<file path="config.mk">
export PLATFORM = sky130hd
export DESIGN_NAME = freq_meter
export DESIGN_NICKNAME = d
export VERILOG_FILES = /design/src/rtl/freq_meter_pkg.sv /design/src/rtl/freq_meter_edge_sync.sv /design/src/rtl/freq_meter.sv
export SDC_FILE = /design/constraint.sdc
export NUM_CORES = 1
export LEC_CHECK = 0
export CAP_MARGIN = 5
export CORE_UTILIZATION = 35
export DETAILED_ROUTE_END_ITERATION = 8
export PLACE_DENSITY = 0.59
export RECOVER_POWER = 50
export SLEW_MARGIN = 20
export SYNTH_ARGS = -nofsm -noshare
export SYNTH_HDL_FRONTEND = slang
export SYNTH_HIERARCHICAL = 1
export SYNTH_SLANG_ARGS = --single-unit
</file>
<file path="constraint.sdc">
create_clock -name clk_in -period 2.2 [get_ports clk_in]
set_clock_uncertainty 0.2 [all_clocks]
set_input_delay 0.22 -clock clk_in [delete_from_list [all_inputs] [get_ports clk_in]]
set_output_delay 0.22 -clock clk_in [all_outputs]
set_load 0.01 [all_outputs]
</file>
<file path="src/rtl/freq_meter_pkg.sv">
// Shared definitions for the gated frequency meter: FSM encoding and
// gate-counter sizing.
package freq_meter_pkg;

    localparam logic ST_IDLE  = 1'b0;
    localparam logic ST_COUNT = 1'b1;

    typedef enum logic {
        S_IDLE  = ST_IDLE,
        S_COUNT = ST_COUNT
    } state_t;

    // Width of a counter that must reach gate_cycles-1; never narrower than 1 bit.
    function automatic int gate_cnt_width(input int gate_cycles);
        return (gate_cycles <= 2) ? 1 : $clog2(gate_cycles);
    endfunction

endpackage

</file>
<file path="src/rtl/freq_meter_edge_sync.sv">
// Two-flop synchronizer plus delay flop; emits a one-cycle pulse on each
// synchronized rising edge of an asynchronous input.
module edge_sync (
    input  logic clk_in,
    input  logic rst_n,
    input  logic sig_in,
    output logic sig_edge
);
    import freq_meter_pkg::*;

    logic sync_p0;
    logic sync_p1;
    logic sync_p2;

    always_ff @(posedge clk_in) begin
        if (!rst_n) begin
            sync_p0 <= 1'b0;
            sync_p1 <= 1'b0;
            sync_p2 <= 1'b0;
        end else begin
            sync_p0 <= sig_in;
            sync_p1 <= sync_p0;
            sync_p2 <= sync_p1;
        end
    end

    assign sig_edge = sync_p1 & ~sync_p2;

endmodule

</file>
<file path="src/rtl/freq_meter.sv">
// Gated frequency counter: counts synchronized rising edges of sig_in over a
// window of gateCycles clocks, single-shot or back-to-back.
module freq_meter
    import freq_meter_pkg::*;
#(
    parameter int clkInFreq  = 1_000_000,
    parameter int gateCycles = 1_000_000,
    parameter int cntWidth   = 16
) (
    input  logic                clk_in,
    input  logic                rst_n,
    input  logic                sig_in,
    input  logic                start,
    input  logic                cont,
    output logic                busy,
    output logic [cntWidth-1:0] freq_out,
    output logic                ovf,
    output logic                valid
);
    localparam int                  GATE_W    = gate_cnt_width(gateCycles);
    localparam logic [GATE_W-1:0]   GATE_LAST = GATE_W'(gateCycles - 1);
    localparam logic [cntWidth-1:0] CNT_MAX   = '1;

    if (gateCycles < 2) begin : g_bad_gate
        $error("freq_meter: gateCycles must be at least 2");
    end
    if (clkInFreq <= 0) begin : g_bad_freq
        $error("freq_meter: clkInFreq must be positive");
    end

    function automatic logic [cntWidth-1:0] sat_inc(input logic [cntWidth-1:0] cnt,
                                                    input logic inc);
        return (inc && cnt != CNT_MAX) ? cnt + 1'b1 : cnt;
    endfunction

    function automatic logic sat_hit(input logic [cntWidth-1:0] cnt, input logic inc);
        return inc && (cnt == CNT_MAX);
    endfunction

    state_t              state;
    state_t              state_next;
    logic [GATE_W-1:0]   gate_cnt;
    logic [cntWidth-1:0] edge_cnt;
    logic                win_ovf;
    logic                sig_edge;
    logic                gate_end;
    logic [cntWidth-1:0] cnt_next;
    logic                ovf_next;

    edge_sync u_sync (
        .clk_in   (clk_in),
        .rst_n    (rst_n),
        .sig_in   (sig_in),
        .sig_edge (sig_edge)
    );

    assign busy     = (state == S_COUNT);
    assign gate_end = busy && (gate_cnt == GATE_LAST);
    assign cnt_next = sat_inc(edge_cnt, sig_edge);
    assign ovf_next = win_ovf | sat_hit(edge_cnt, sig_edge);

    always_ff @(posedge clk_in) begin
        if (!rst_n) state <= S_IDLE;
        else        state <= state_next;
    end

    always_comb begin
        state_next = state;
        case (state)
            S_IDLE:  if (start || cont)    state_next = S_COUNT;
            S_COUNT: if (gate_end && !cont) state_next = S_IDLE;
            default: state_next = S_IDLE;
        endcase
    end

    // Counters run only inside a window; IDLE and every gate end clear them so
    // a back-to-back window starts counting on the very next cycle.
    always_ff @(posedge clk_in) begin
        if (!rst_n) begin
            gate_cnt <= '0;
            edge_cnt <= '0;
            win_ovf  <= 1'b0;
            freq_out <= '0;
            ovf      <= 1'b0;
            valid    <= 1'b0;
        end else begin
            valid <= 1'b0;
            if (busy && !gate_end) begin
                gate_cnt <= gate_cnt + 1'b1;
                edge_cnt <= cnt_next;
                win_ovf  <= ovf_next;
            end else begin
                gate_cnt <= '0;
                edge_cnt <= '0;
                win_ovf  <= 1'b0;
            end
            if (gate_end) begin
                freq_out <= cnt_next;
                ovf      <= ovf_next;
                valid    <= 1'b1;
            end
        end
    end

endmodule

</file>
==> reports/results.txt <==
Avg Vias per Cell - 4.79
status - complete, no violations
Boundary Pins - 24
#FFs+latches synth - 59
Reg2Reg Setup Slack - 0.08 ns
fillers - 675
Core ar. - 0.00687 mm2
Synth Flop Type - dfxtp_1
max_cap viols - 0
Worst Path Max Fanout - 8
Final Cycle Share - 96.3%
Worst Reg2Reg Path Length in Cells - 8
Seq/Total Area, Yosys - 47.1%
RR Endpoint - freq_out[15]
CP endpoint kind - flip-flop
Die Height - 86.7 um
clk_lat worst skew - 0.33 ns
ANT cells - 0
RR Startpoint - gate_cnt[0]
Req. time, crit path - 2.26 ns
Setup WS post-layout - 0.0803 ns
DR iter-0 viols - 83
final hold violation count - 0
Post-Place Cells - 395
dpl hpwl - 3.52 mm
grt ovf - 0
Area contributors post-synth - dfxtp_1 47%, nor2_1 7.3%, xor2_1 5.9%
maximum clock rate - 472 MHz
H-tree levels - 3
Critical Path AT - 2.18 ns
dpl cell area - 0.00292 mm2
syn avg cell area - 9.16 um2
first-pass GRT wire length - 9.03 mm
maximum VDD drop - 565 uV
Synth area leader - dfxtp_1
die span in x - 86.7 um
min Tclk post-route - 2.12 ns
layout cells sized above 1 - 13.8%
die area - 0.00751 mm2
Post-synth EDFFs - 0
cts bufs inserted - 9
HP Start - u_sync/sync_p0
number of port buffers - 23
Seq. cell area - 0.00118 mm2
worst min path class - flip-flop to flip-flop
pin count of the biggest net entering global routing - 21
Reg clk slew, reported paths - 0.07 ns
top-area cell type share of the netlist area - 47.1%
clk root buf - clkbuf_8
footprint of the multi-input gates - 0.00127 mm2
most frequent cells in the layout - 59 x dfxtp_1, 49 x nor2_1, 20 x nand2_1, 20 x dlygate4sd3_1, 17 x xor2_1
DRC violations left - 0
Worst-Margin Slew - 0.556 ns
commonest non-fill, non-tap cell in the layout - dfxtp_1
cell area after layout - 0.00317 mm2
fin. max-slew vios - 0
CTS tree - done
final wirelength - 5.22 mm
count of final setup violators - 0
final non-filler cell total - 414
end of the worst hold path - u_sync/sync_p1
Leak - 1.13 nW
CTS sink count - 59
antenna violations before repair - 0
Final Net Count - 320
DR WL/cell - 12.6 um
Worst slew margin - 62.7%
library cells used by synthesis - 45
largest registers - gate_cnt: 20 flops, edge_cnt: 16 flops, freq_out: 16 flops
first-pass iteration count of the detailed router - 4
DR vias - 1984
Hold Path Stages - 1
vias in the first global route - 1975
mapped cell area - 0.00251 mm2
Power Dens Cells - 685 mW/mm2
dpl ws - 0.143 ns
Synth Warn # - 6
overall global routing resource usage - 15.8%
Final ANT Viol Nets - 0
FP Rows - 30
Synth Instances - 274
max reg flops - 20
Final GP Congestion - 0.759
Critical Path Start Type - flip-flop
Clock Tree Buf Depth - 2
syn_nets - 281
Async SR Flop Fraction - 0%
WS Path Type - flip-flop to flip-flop
register bank with the most flops - gate_cnt
Layout area overhead - 26.5%
Initial Utilization - 36.5%
==> worst max-delay path by stage <==
stage,to,slack (ns),start
floorplan,freq_out[13],0.22,gate_cnt[0]
global placement,freq_out[15],0.20,u_sync/sync_p1
detailed placement,freq_out[15],0.14,u_sync/sync_p1
CTS,freq_out[15],0.12,u_sync/sync_p1
global route,freq_out[12],-0.05,gate_cnt[0]
finish,freq_out[15],0.08,gate_cnt[0]
==> where the power goes <==
part | total [W] | internal [W] | switching [W]
Sequential | 0.00108 | 0.00107 | 0.00000488
Clock | 0.00105 | 0.000634 | 0.000415
Combinational | 0.0000460 | 0.0000181 | 0.0000279
Total | 0.00217 | 0.00173 | 0.000448
==> worst max-delay path, cell delays in order, from the launching register on <==
cell,delay (ns)
dfxtp_1,0.38
ha_2,0.22
and4_2,0.28
nand4_1,0.19
nor3_4,0.29
buf_4,0.17
clkbuf_16,0.14
o21ai_0,0.06
a21oi_1,0.12
==> stage by stage <==
stage	TNS (ns)	power, W	utilization (%)	hold WS, ns
2_1_floorplan	0	0.00113	-	0.142
3_5_place_dp	0	0.00115	42.5	0.225
5_1_grt	-0.192	0.00226	46.2	0.282
4_1_cts	0	0.00221	45.5	0.248
6_report	0	0.00217	46.2	0.249
3_3_place_gp	0	0.00115	42.5	0.235
==> per-layer routing <==
metal | track usage, % | vias up | wire, um
li1 | - | 1022 | -
met1 | 19.1 | 924 | 2440
met2 | 25.3 | 29 | 2490
met3 | 5.52 | 9 | 180
met4 | 6.97 | 0 | 106
met5 | 0 | - | 0
==> layout make-up <==
class	count	area share, %
Clock buffer	11	4.14
Clock inverter	5	2.44
Inverter	6	0.710
Multi-Input combinational cell	200	39.9
Sequential cell	59	37.2
Tap cell	96	3.78
Timing Repair Buffer	37	11.8
==> repair_timing <==
action / CTS / global route
hold buffers: 0 / 0
endpoints found under the hold margin: 0 / 0
setup endpoints to repair: 0 / 1
buffers inserted: 0 / 2
gates resized for setup: 0 / 3
==> kinds of logic after synthesis <==
| group | count (synthesis) | synth area share [%] |
|---|---|---|
| buffers and inverters | 15 | 2.84 |
| xor gates and xnor gates | 30 | 10.5 |
| adders and majority gates | 2 | 0.997 |
| AOI/OAI and AO/OA | 35 | 8.18 |
| and+or+nand+nor | 130 | 29.3 |
| muxes | 3 | 1.20 |
| DFF | 59 | 47.1 |
==> synthesized netlist by cell type, types with 2 or more instances <==
master,number
nand2_1,20
nand3_1,12
dfxtp_1,59
nor2_1,49
nor3b_1,2
a21oi_1,12
nor3_2,2
buf_2,6
and3_1,2
o21ai_0,13
clkbuf_1,2
ha_1,2
or2_2,2
xor2_1,17
nor4_2,3
and2_1,5
nor3_1,2
mux2i_1,3
inv_1,6
xnor2_1,13
nor4b_1,4
nand4_1,10
nor2b_1,2
or3_1,2
and4_1,4
No activity file was read; power rests on OpenSTA's default activity.
